**src/rtl/uart_rx_cfg.sv**
```systemverilog
// Configurable UART receiver: N data bits, optional parity, 1/2 stop bits,
// input synchroniser, 3-sample majority vote, glitch rejection and break hold-off.
module uart_rx_cfg #(
    parameter int unsigned CLK_FREQ  = 300000000,
    parameter int unsigned BAUD_RATE = 115200,
    parameter int unsigned DATA_BITS = 8,
    parameter int unsigned PARITY    = 0,
    parameter int unsigned STOP_BITS = 1
) (
    input  logic                 i_clk,
    input  logic                 i_rst_n,
    input  logic                 i_rx_serial,
    output logic [DATA_BITS-1:0] o_rx_bus,
    output logic                 o_rx_valid,
    output logic                 o_rx_active,
    output logic                 o_parity_err,
    output logic                 o_frame_err
);

    localparam int unsigned CLKS_PER_BIT = CLK_FREQ / BAUD_RATE;
    localparam int unsigned HALF         = CLKS_PER_BIT / 2;
    localparam int unsigned CNT_W        = $clog2(CLKS_PER_BIT);
    localparam int unsigned IDX_W        = $clog2(DATA_BITS);

    localparam logic [CNT_W-1:0] CNT_HM1  = CNT_W'(HALF - 1);
    localparam logic [CNT_W-1:0] CNT_H    = CNT_W'(HALF);
    localparam logic [CNT_W-1:0] CNT_HP1  = CNT_W'(HALF + 1);
    localparam logic [CNT_W-1:0] CNT_LAST = CNT_W'(CLKS_PER_BIT - 1);
    localparam logic [IDX_W-1:0] IDX_LAST = IDX_W'(DATA_BITS - 1);
    localparam logic             STOP_LAST = 1'(STOP_BITS - 1);

    typedef enum logic [2:0] {
        S_IDLE,
        S_START,
        S_DATA,
        S_PARITY,
        S_STOP,
        S_BREAK
    } state_e;

    state_e               state_q, state_d;
    logic                 sync1_q, rx_s_q;
    logic [CNT_W-1:0]     cnt_q, cnt_d;
    logic [IDX_W-1:0]     bit_idx_q, bit_idx_d;
    logic                 stop_idx_q, stop_idx_d;
    logic [DATA_BITS-1:0] data_q, data_d;
    logic [1:0]           samp_q, samp_d;
    logic                 err_p_q, err_p_d;
    logic                 err_f_q, err_f_d;
    logic [DATA_BITS-1:0] bus_q, bus_d;
    logic                 valid_q, valid_d;
    logic                 active_q, active_d;
    logic                 perr_q, perr_d;
    logic                 ferr_q, ferr_d;

    logic vote_c;
    logic exp_par_c;
    logic ferr_c;

    // Majority of the samples taken at HALF-1, HALF and the current one at HALF+1
    assign vote_c    = (samp_q[0] & samp_q[1]) | (samp_q[0] & rx_s_q) | (samp_q[1] & rx_s_q);
    assign exp_par_c = (PARITY == 1) ? ~(^data_q) : (^data_q);
    assign ferr_c    = err_f_q | ~vote_c;

    // Two-flop synchroniser for the asynchronous line, idles high
    always_ff @(posedge i_clk or negedge i_rst_n) begin
        if (!i_rst_n) begin
            sync1_q <= 1'b1;
            rx_s_q  <= 1'b1;
        end else begin
            sync1_q <= i_rx_serial;
            rx_s_q  <= sync1_q;
        end
    end

    // State, counters and output registers
    always_ff @(posedge i_clk or negedge i_rst_n) begin
        if (!i_rst_n) begin
            state_q    <= S_IDLE;
            cnt_q      <= '0;
            bit_idx_q  <= '0;
            stop_idx_q <= 1'b0;
            data_q     <= '0;
            samp_q     <= 2'b11;
            err_p_q    <= 1'b0;
            err_f_q    <= 1'b0;
            bus_q      <= '0;
            valid_q    <= 1'b0;
            active_q   <= 1'b0;
            perr_q     <= 1'b0;
            ferr_q     <= 1'b0;
        end else begin
            state_q    <= state_d;
            cnt_q      <= cnt_d;
            bit_idx_q  <= bit_idx_d;
            stop_idx_q <= stop_idx_d;
            data_q     <= data_d;
            samp_q     <= samp_d;
            err_p_q    <= err_p_d;
            err_f_q    <= err_f_d;
            bus_q      <= bus_d;
            valid_q    <= valid_d;
            active_q   <= active_d;
            perr_q     <= perr_d;
            ferr_q     <= ferr_d;
        end
    end

    // Next-state, bit sampling and word delivery
    always_comb begin
        state_d    = state_q;
        cnt_d      = (cnt_q == CNT_LAST) ? '0 : cnt_q + CNT_W'(1);
        bit_idx_d  = bit_idx_q;
        stop_idx_d = stop_idx_q;
        data_d     = data_q;
        samp_d     = samp_q;
        err_p_d    = err_p_q;
        err_f_d    = err_f_q;
        bus_d      = bus_q;
        valid_d    = 1'b0;
        perr_d     = perr_q;
        ferr_d     = ferr_q;

        if (cnt_q == CNT_HM1) samp_d[0] = rx_s_q;
        if (cnt_q == CNT_H)   samp_d[1] = rx_s_q;

        case (state_q)
            S_IDLE: begin
                cnt_d      = '0;
                bit_idx_d  = '0;
                stop_idx_d = 1'b0;
                err_p_d    = 1'b0;
                err_f_d    = 1'b0;
                if (!rx_s_q) state_d = S_START;
            end
            S_START: begin
                if (cnt_q == CNT_HP1 && vote_c) begin
                    state_d = S_IDLE;
                    cnt_d   = '0;
                end else if (cnt_q == CNT_LAST) begin
                    state_d = S_DATA;
                end
            end
            S_DATA: begin
                if (cnt_q == CNT_HP1) data_d = {vote_c, data_q[DATA_BITS-1:1]};
                if (cnt_q == CNT_LAST) begin
                    if (bit_idx_q < IDX_LAST) bit_idx_d = bit_idx_q + IDX_W'(1);
                    else                      state_d   = (PARITY != 0) ? S_PARITY : S_STOP;
                end
            end
            S_PARITY: begin
                if (cnt_q == CNT_HP1)  err_p_d = (vote_c != exp_par_c);
                if (cnt_q == CNT_LAST) state_d = S_STOP;
            end
            S_STOP: begin
                if (cnt_q == CNT_HP1) begin
                    err_f_d = ferr_c;
                    if (stop_idx_q == STOP_LAST) begin
                        // Deliver at mid final stop bit so the next start edge is caught
                        valid_d = 1'b1;
                        bus_d   = data_q;
                        perr_d  = err_p_q;
                        ferr_d  = ferr_c;
                        cnt_d   = '0;
                        state_d = ferr_c ? S_BREAK : S_IDLE;
                    end
                end else if (cnt_q == CNT_LAST) begin
                    stop_idx_d = 1'b1;
                end
            end
            S_BREAK: begin
                cnt_d = '0;
                if (rx_s_q) state_d = S_IDLE;
            end
            default: begin
                state_d = S_IDLE;
                cnt_d   = '0;
            end
        endcase

        active_d = (state_d == S_START) || (state_d == S_DATA) ||
                   (state_d == S_PARITY) || (state_d == S_STOP);
    end

    assign o_rx_bus     = bus_q;
    assign o_rx_valid   = valid_q;
    assign o_rx_active  = active_q;
    assign o_parity_err = perr_q;
    assign o_frame_err  = ferr_q;

endmodule

```
**config.mk**
```make
export PLATFORM = sky130hd
export DESIGN_NAME = uart_rx_cfg
export DESIGN_NICKNAME = d
export VERILOG_FILES = /design/src/rtl/uart_rx_cfg.sv
export SDC_FILE = /design/constraint.sdc
export NUM_CORES = 1
export LEC_CHECK = 0
export BUFFER_PORTS_ARGS = -buffer_cell sky130_fd_sc_hd__buf_2
export CAP_MARGIN = 5
export CELL_PAD_IN_SITES_DETAIL_PLACEMENT = 1
export CELL_PAD_IN_SITES_GLOBAL_PLACEMENT = 2
export CORE_ASPECT_RATIO = 1.5
export CORE_UTILIZATION = 36
export CTS_CLUSTER_DIAMETER = 200
export DETAILED_ROUTE_END_ITERATION = 8
export PLACE_DENSITY = 0.84
export SLEW_MARGIN = 20
export SYNTH_ARGS = -nofsm -noshare
export SYNTH_HDL_FRONTEND = slang
export SYNTH_SLANG_ARGS = --single-unit
```
**constraint.sdc**
```tcl
create_clock -name i_clk -period 1.95 [get_ports i_clk]
set_input_delay 0.195 -clock i_clk [delete_from_list [all_inputs] [get_ports i_clk]]
set_output_delay 0.195 -clock i_clk [all_outputs]
set_load 0.03 [all_outputs]
```
==> results.cfg, run 1 <==
[cells_and_area]
n_antenna_cell = 0
nNetsFinal = 236
post-route-util_pct = 46.3
layout-drive-gt1-share_pct = 37.0
finalNonFillerCells = 302
syn_to_final_growth_pct = 22.9

[setup_path]
slowest_delay_ns = 0.43
crit_family = simple AND/OR/NAND/NOR gates
end_kind = flip-flop
worst-path-buf-inv = 1
worstPathArrival_ns = 2.06
cp-startpoint = cnt_q[10]
cpMaxStageDelayCell = dfrtp_1
r2r-start = cnt_q[10]
critical_path_class = flip-flop to flip-flop
cp_cell_sequence = and4bb_2, and3_4, nand3_4, nor3_4, buf_12, mux2_2
cp.required_ns = 2.14
ff2ff_setup_slack_ns = 0.08
critPathLaunchType = flip-flop
cp_max_fo = 8

[global_routing]
first_global_vias = 1763
grt_start_max_net_pins = 46
grt_antenna_before_repair = 0
grt_pass1_wl_mm = 8.37
grt-ovfl-total = 0
gr-usage-all-layers_pct = 16.9

[synth]
yosysTopAreaCellShare_pct = 46.4
synth-main-ff-cell = dfrtp_1
syn_inst = 191
netlist-cell-type-count = 44
seq_area_frac_synth_pct = 51.1
yosys.area.top_type = dfrtp_1
syn-cell-area_sq_mm = 0.00221
synthArstFlopShare_pct = 100
avgSynthCellArea_sq_um = 11.6
synth_seq_cells = 45
yosysWarnings = 0
synthTopCellsByArea = dfrtp_1 46%, mux2_2 11%, dfstp_2 4.8%, xnor2_1 4.8%, nor2_1 3.2%
synth_edf_count = 0
syn_nets = 198

[drt]
dr.pass1.iters = 2
avgRoutedWirePerCell_microns = 15.8
postRouteAntennaNets = 0
drc_errors = 0
drtIter0Drc = 34
num_vias = 1593
via_per_inst = 5.27
routed_wl_mm = 4.79

[sta]
whs_ns = 0.364
final_hold_viol_count = 0
layout_min_cycle_time_ns = 1.87
slew_viol_final = 0
rsz0062_at_grt = yes
setup_viol = 0
fin_ws_ns = 0.0832
fin_worst_skew_ns = 0.00552
period_share_pct = 95.7
max_slew.worst_pin.slew_ns = 0.565
max-slew-margin-rel_pct = 62.3
max_freq_mhz = 536
setup-tns-final_ns = 0

[placement]
port_buffers = 14
pre_cts_slack_ns = 0.0175
place_congestion = 0.771
placed_cells = 290
dp_hpwl_mm = 3.48

[power_and_ir_drop]
power.leakage_nw = 1.28
p_per_area_mw_per_mm2 = 666
pwr-share-seq_pct = 51.8
power.internal_w = 0.00146
p_comb_share_pct = 1.3
ir_worst_vdd_mv = 0.451
clkPwrFrac_pct = 46.9
p_switching_w = 0.000354
sw_frac_of_total_pct = 19.6

[die]
pin_count = 15
fp.dieArea_sq_mm = 0.00647
core_sq_mm = 0.00587
die_h_microns = 98.0
rows = 34
die_w_microns = 66.0
start_util_pct = 37.7

[flow_run]
maxCapViolations = 0

[clock_tree]
clk_latency_ns = 0.30
clkTransAtPathRegs_ns = 0.09
cts_made_buffers = 5
tritoncts = built
h-tree-depth = 2
cts.sinks = 45
cts_buffer_depth = 2
root_buffer = clkbuf_8

[hold_path]
hp-start = sync1_q
min_path_type = flip-flop to flip-flop

[run_status]
status = completed
worst paths after layout:
kind                               end  depth (start not counted)
setup / recovery             data_q[3]                          6
hold / removal                  rx_s_q                          0
setup reg to reg             data_q[3]                          6
hold reg to reg                 rx_s_q                          0
max in group asynchronous     cnt_q[8]                          3
min in group asynchronous  o_rx_active                          3
layout make-up:
class                   count  area, sq um
repair buffers             35          258
clock inverters             3         68.8
fillers                   639         3150
inverters                   4         15.0
flip-flops and latches     45         1130
well taps                  72         90.1
multi-input cells         138         1090
clock buffers               5         68.8
power groups by stage:
stage          Clock (W)  Sequential, W  Combinational, W
3_3_place_gp           0       0.000956         0.0000229
6_report        0.000850       0.000938         0.0000243
4_1_cts         0.000882       0.000938         0.0000265
2_1_floorplan          0       0.000956       0.000000655
5_1_grt         0.000911       0.000939         0.0000290
3_5_place_dp           0       0.000957         0.0000234
routing by layer:
layer | vias to the layer above | wire (microns) | part of all wire [%] | track usage (%)
met4 | 0 | 85 | 1.8 | 6.22
li1 | 746 | - | - | -
met5 | - | 0 | 0 | 0
met2 | 15 | 2670 | 56 | 29.7
met1 | 824 | 1960 | 41 | 19.8
met3 | 8 | 74 | 1.5 | 3.27
state kept, by name, indices dropped and copies added (netlist names):
signal	flops
o_frame_err	1
err_f_q	1
err_p_q	1
samp_q	2
cnt_q	12
o_rx_bus	8
o_rx_valid	1
stop_idx_q	1
o_rx_active	1
sync1_q	1
rx_s_q	1
o_parity_err	1
state_q	3
bit_idx_q	3
data_q	8
per-stage QoR:
step,total power [W],area (sq um)
final,0.00181,2720
after global routing,0.00188,2720
after CTS,0.00185,2660
after detailed placement,0.000980,2500
after global placement,0.000979,2500
after floorplan,0.000956,2210
cells in the final DEF, fill, tap and decap left out, types with 4 or more instances in the layout:
cell type   n
dfrtp_1    40
mux2_2     21
nor2_1     19
buf_4      17
buf_2      14
nand2_1    12
nand3_1    12
xnor2_1    12
xor2_1      6
clkbuf_8    5
inv_1       4
o21ai_0     4
a21oi_1     4
a22o_1      4
dfstp_2     4
cell usage after synthesis (3+ instances only):
cell type and n:
mux2_2 21, o21ai_0 4, dfstp_2 4, nand2_1 12, inv_1 4, xnor2_1 12
nand2b_1 3, xor2_1 6, nor3_1 3, nand3_1 13, a21oi_1 4, dfrtp_1 41
a22o_1 4, ha_1 4, nor2_1 19
timing repair:
action	CTS	global route
hold buffers	2	0
setup buffers	0	2
endpoints found under the hold margin	42	0
gates resized for setup	0	10
endpoints found under the setup margin	0	18
cells by family (layout without fill, tap and decap cells):
group,after synthesis,after routing,share of synthesized area (%)
compound gates,20,20,6.50
xor+xnor,18,18,7.13
fa+ha+maj,5,5,2.72
buf+inv,8,47,1.70
flops,45,45,51.1
mux,21,21,10.7
simple gates,74,74,20.1
Power figures use the tool's default switching activity.
==> run 2, diff against run 1 <==
--- a/config.mk
+++ b/config.mk
@@ -13,7 +13,7 @@
 export CORE_UTILIZATION = 36
 export CTS_CLUSTER_DIAMETER = 200
 export DETAILED_ROUTE_END_ITERATION = 8
-export PLACE_DENSITY = 0.84
+export PLACE_DENSITY = 0.71
 export SLEW_MARGIN = 20
 export SYNTH_ARGS = -nofsm -noshare
 export SYNTH_HDL_FRONTEND = slang
==> run 2 against run 1 <==
Effect of this change: die area is the same; first-iteration DRC count unchanged; hold slack got worse by 0.00068 ns; cell count is 1.7% higher; total power fell by 15%; non-clock buffer count is 5 higher; sequential share of layout area rose by 0.36 points; combinational power grew 23%; largest cell class unchanged.
==> results.cfg, run 2 (synthesis results as in run 1) <==
[clock_tree]
h-tree-depth = 2
cts.sinks = 45
tritoncts = built
clk_latency_ns = 0.30
cts_made_buffers = 5
cts_buffer_depth = 2
root_buffer = clkbuf_8
clkTransAtPathRegs_ns = 0.08

[setup_path]
cp.required_ns = 2.13
slowest_delay_ns = 0.40
end_kind = flip-flop
critPathLaunchType = flip-flop
ff2ff_setup_slack_ns = 0.07
cp_max_fo = 8
critical_path_class = flip-flop to flip-flop
cpMaxStageDelayCell = dfrtp_1
worstPathArrival_ns = 2.06
worst-path-buf-inv = 1
cp_cell_sequence = and4bb_2, and3_4, nand3_4, nor3_4, buf_12, mux2_2
crit_family = simple AND/OR/NAND/NOR gates

[placement]
pre_cts_slack_ns = -0.0217
port_buffers = 14
dp_hpwl_mm = 4.06
place_congestion = 0.800

[die]
core_sq_mm = 0.00587
rows = 34
fp.dieArea_sq_mm = 0.00647
pin_count = 15
start_util_pct = 37.7
die_h_microns = 98.0
die_w_microns = 66.0

[cells_and_area]
n_antenna_cell = 0
syn_to_final_growth_pct = 21.7
fillers = 665
final_common_cell = dfrtp_1
final_cell_mix = 41 x dfrtp_1, 22 x buf_4, 21 x mux2_2, 19 x nor2_1, 14 x buf_2
post-route-util_pct = 45.9
layout-drive-gt1-share_pct = 36.6
regArea_sq_mm = 0.00113
nNetsFinal = 241
largest_reg_flops = 12
regMostFlops = cnt_q
multi_input_area_sq_mm = 0.00107

[drt]
postRouteAntennaNets = 0
via_per_inst = 5.22
dr.pass1.iters = 4
num_vias = 1604
routed_wl_mm = 5.29
avgRoutedWirePerCell_microns = 17.2
drtIter0Drc = 34
drc_errors = 0

[sta]
setup_viol = 0
whs_ns = 0.364
slew_viol_final = 0
final_hold_viol_count = 0
fin_ws_ns = 0.0711
rsz0062_at_grt = yes
max_freq_mhz = 532
layout_min_cycle_time_ns = 1.88
max_slew.worst_pin.slew_ns = 0.725
max-slew-margin-rel_pct = 51.6
fin_worst_skew_ns = 0.00820
period_share_pct = 96.4

[run_status]
status = completed

[power_and_ir_drop]
p_per_area_mw_per_mm2 = 571
ir_worst_vdd_mv = 0.380
p_switching_w = 0.000340
p_comb_share_pct = 2.0
pwr-share-seq_pct = 61.0
clkPwrFrac_pct = 37.1
sw_frac_of_total_pct = 22.1
p_total_w = 0.00154
power.internal_w = 0.00120
power.leakage_nw = 1.27

[hold_path]
min_path_type = flip-flop to flip-flop

[global_routing]
grt_pass1_wl_mm = 8.76
gr-usage-all-layers_pct = 18.1
grt_antenna_before_repair = 0
grt_start_max_net_pins = 31
grt-ovfl-total = 0
first_global_vias = 1808

[flow_run]
maxCapViolations = 0
## run 2: final timing paths
check,startpoint,endpoint,cells past startpoint
worst min register to register,sync1_q,rx_s_q,0
worst max-delay path,cnt_q[11],data_q[7],6
max in group asynchronous,i_rst_n,samp_q[1],3
worst min-delay path,sync1_q,rx_s_q,0
worst max register to register,cnt_q[11],data_q[7],6
min in group asynchronous,i_rst_n,cnt_q[7],2
## run 2: metal layers
| layer | global-route usage (%) | routed length, microns | up-vias |
|---|---|---|---|
| met4 | 5.89 | 110 | 0 |
| met2 | 34.3 | 3070 | 22 |
| li1 | - | - | 760 |
| met1 | 19.5 | 1990 | 813 |
| met3 | 3.27 | 118 | 9 |
| met5 | 0 | 0 | - |
## run 2: repair_timing
| item | CTS | global route |
|---|---|---|
| hold endpoints to repair | 28 | 0 |
| hold buffers | 2 | 0 |
| gates resized for setup | 1 | 5 |
| buffers inserted | 1 | 1 |
| endpoints found under the setup margin | 15 | 20 |
| pin swaps | 1 | 3 |
## run 2: cell type report
class                      count  share of cell area [%]
clock buffer                   6                    2.70
clock inverter                 2                   0.558
timing repair buffer          40                    11.0
multi-input combinational    138                    39.9
inverter                       4                   0.558
tap                           72                    3.35
sequential                    45                    42.0
## run 2: metrics by stage
step | std cells | TNS (ns) | cell area (sq um)
6_report | 307 | 0 | 2690
3_5_place_dp | 295 | -0.0713 | 2530
4_1_cts | 306 | 0 | 2660
2_1_floorplan | 191 | 0 | 2210
5_1_grt | 307 | -0.00616 | 2690
3_3_place_gp | 295 | -0.0457 | 2530
## run 2: power groups by stage
stage	registers [W]	logic, W	clock network (W)
after global placement	0.000955	0.0000267	0
after CTS	0.000937	0.0000315	0.000589
after detailed placement	0.000956	0.0000285	0
final	0.000937	0.0000300	0.000570
after floorplan	0.000956	0.000000655	0
after global routing	0.000938	0.0000347	0.000630
==> run 3, diff against run 2 <==
--- a/config.mk
+++ b/config.mk
@@ -13,6 +13,7 @@
 export CORE_UTILIZATION = 36
 export CTS_CLUSTER_DIAMETER = 200
 export DETAILED_ROUTE_END_ITERATION = 8
+export GPL_TIMING_DRIVEN = 0
 export PLACE_DENSITY = 0.71
 export SLEW_MARGIN = 20
 export SYNTH_ARGS = -nofsm -noshare
==> run 3 against run 2 <==
Effect of this change: flip-flop and latch count stayed put; global-route usage is 1.3 points lower; first-iteration DRC count is 38% higher; final area is 2.1% lower; critical path type unchanged; largest power group unchanged.
==> results.cfg, run 3 (synthesis results as in run 1) <==
[global_routing]
grt_start_max_net_pins = 46
grt_antenna_before_repair = 0
first_global_vias = 1677
grt_pass1_wl_mm = 8.26
gr-usage-all-layers_pct = 16.8
grt-ovfl-total = 0

[sta]
slew_viol_final = 0
max_freq_mhz = 524
setup_viol = 0
rsz0062_at_grt = no
fin_worst_skew_ns = 0.00610
max_slew.worst_pin.slew_ns = 0.568
period_share_pct = 97.8
max-slew-margin-rel_pct = 62.1
whs_ns = 0.357
layout_min_cycle_time_ns = 1.91
final_hold_viol_count = 0

[cells_and_area]
regMostFlops = cnt_q
layout-drive-gt1-share_pct = 36.9
post-route-util_pct = 44.9
n_antenna_cell = 0
syn_to_final_growth_pct = 19.1
nNetsFinal = 231
largest_reg_flops = 12
final_cell_mix = 37 x dfrtp_1, 21 x mux2_2, 19 x nor2_1, 14 x buf_2
final_common_cell = dfrtp_1

[setup_path]
cp.required_ns = 2.13
critical_path_class = flip-flop to flip-flop
slowest_delay_ns = 0.43
critPathLaunchType = flip-flop
worstPathArrival_ns = 2.09
cp_cell_sequence = and4bb_2, and3_4, nand3_4, nor3_4, buf_12, mux2_2
cpMaxStageDelayCell = dfrtp_2
end_kind = flip-flop
cp_max_fo = 8

[power_and_ir_drop]
ir_worst_vdd_mv = 0.328
p_switching_w = 0.000338
p_per_area_mw_per_mm2 = 581
p_comb_share_pct = 1.5
power.internal_w = 0.00119
pwr-share-seq_pct = 61.2
clkPwrFrac_pct = 37.2
power.leakage_nw = 1.20
sw_frac_of_total_pct = 22.1
p_total_w = 0.00153

[drt]
drtIter0Drc = 47
via_per_inst = 5.24
postRouteAntennaNets = 0
drc_errors = 0
avgRoutedWirePerCell_microns = 16.2
routed_wl_mm = 4.81
dr.pass1.iters = 4
num_vias = 1555

[hold_path]
min_path_type = flip-flop to flip-flop

[die]
die_h_microns = 98.0
start_util_pct = 37.7
core_sq_mm = 0.00587
fp.dieArea_sq_mm = 0.00647
die_w_microns = 66.0
pin_count = 15
rows = 34

[clock_tree]
root_buffer = clkbuf_8
cts.sinks = 45
clk_latency_ns = 0.30
clkTransAtPathRegs_ns = 0.08
tritoncts = built
cts_buffer_depth = 2
cts_made_buffers = 5
h-tree-depth = 2

[placement]
port_buffers = 14
dp_hpwl_mm = 3.53
place_congestion = 0.760

[run_status]
status = completed

[flow_run]
maxCapViolations = 0
## run 3: path summary, 6_finish.rpt
kind	start	to	slack [ns]	depth (start not counted)
worst min-delay path	sync1_q	rx_s_q	0.36	0
max in group asynchronous	i_rst_n	cnt_q[0]	1.10	2
worst min register to register	sync1_q	rx_s_q	0.36	0
worst max register to register	cnt_q[9]	data_q[0]	0.04	6
min in group asynchronous	i_rst_n	cnt_q[10]	0.43	2
worst max-delay path	cnt_q[9]	data_q[0]	0.04	6
## run 3: worst max-delay path, delay by kind of cell, from the launching register on
family                 cells  cell delay (ns)
buffers and inverters      1             0.15
DFF                        1             0.43
and+or+nand+nor            4             0.87
muxes                      1             0.33
## run 3: timing repair
action	in CTS	in global routing
hold endpoints to repair	1	41
hold buffers	1	1
setup endpoints to repair	29	21
resized for setup	6	14
buffers inserted	4	6
pin swaps	2	3
## run 3: layer usage
layer,vias to the layer above,GRT usage (%),part of all wire [%],wire (microns)
met5,-,0,0,0
met4,0,6.06,2.3,111
met2,19,30.3,56,2670
met3,9,2.80,1.9,92
li1,740,-,-,-
met1,787,19.4,40,1930
## run 3: power groups by stage
stage	Clock (W)	Sequential, W	Combinational [W]
2_1_floorplan	0	0.000956	0.000000655
3_3_place_gp	0	0.000957	0.0000210
3_5_place_dp	0	0.000957	0.0000218
4_1_cts	0.000597	0.000939	0.0000233
5_1_grt	0.000623	0.000939	0.0000289
6_report	0.000570	0.000938	0.0000236
## run 3: layout make-up
cell class / instances / area [sq um]
Multi-Input combinational cell: 138 / 1110
Timing Repair Buffer: 26 / 180
Sequential cell: 45 / 1140
Inverter: 4 / 15.0
Tap cell: 72 / 90.1
Buffer: 4 / 17.5
Clock inverter: 2 / 15.0
Clock buffer: 6 / 72.6
Fill cell: 631 / 3240
## run 3: through the flow
stage / worst slack, ns / setup TNS (ns) / cell area, sq um / cells
4_1_cts: 0.00299 / 0 / 2530 / 290
6_report: 0.0432 / 0 / 2640 / 297
3_5_place_dp: -0.254 / -4.45 / 2370 / 277
3_3_place_gp: -0.222 / -3.22 / 2370 / 277
5_1_grt: 0.00571 / 0 / 2640 / 297
2_1_floorplan: 0.0455 / 0 / 2210 / 191
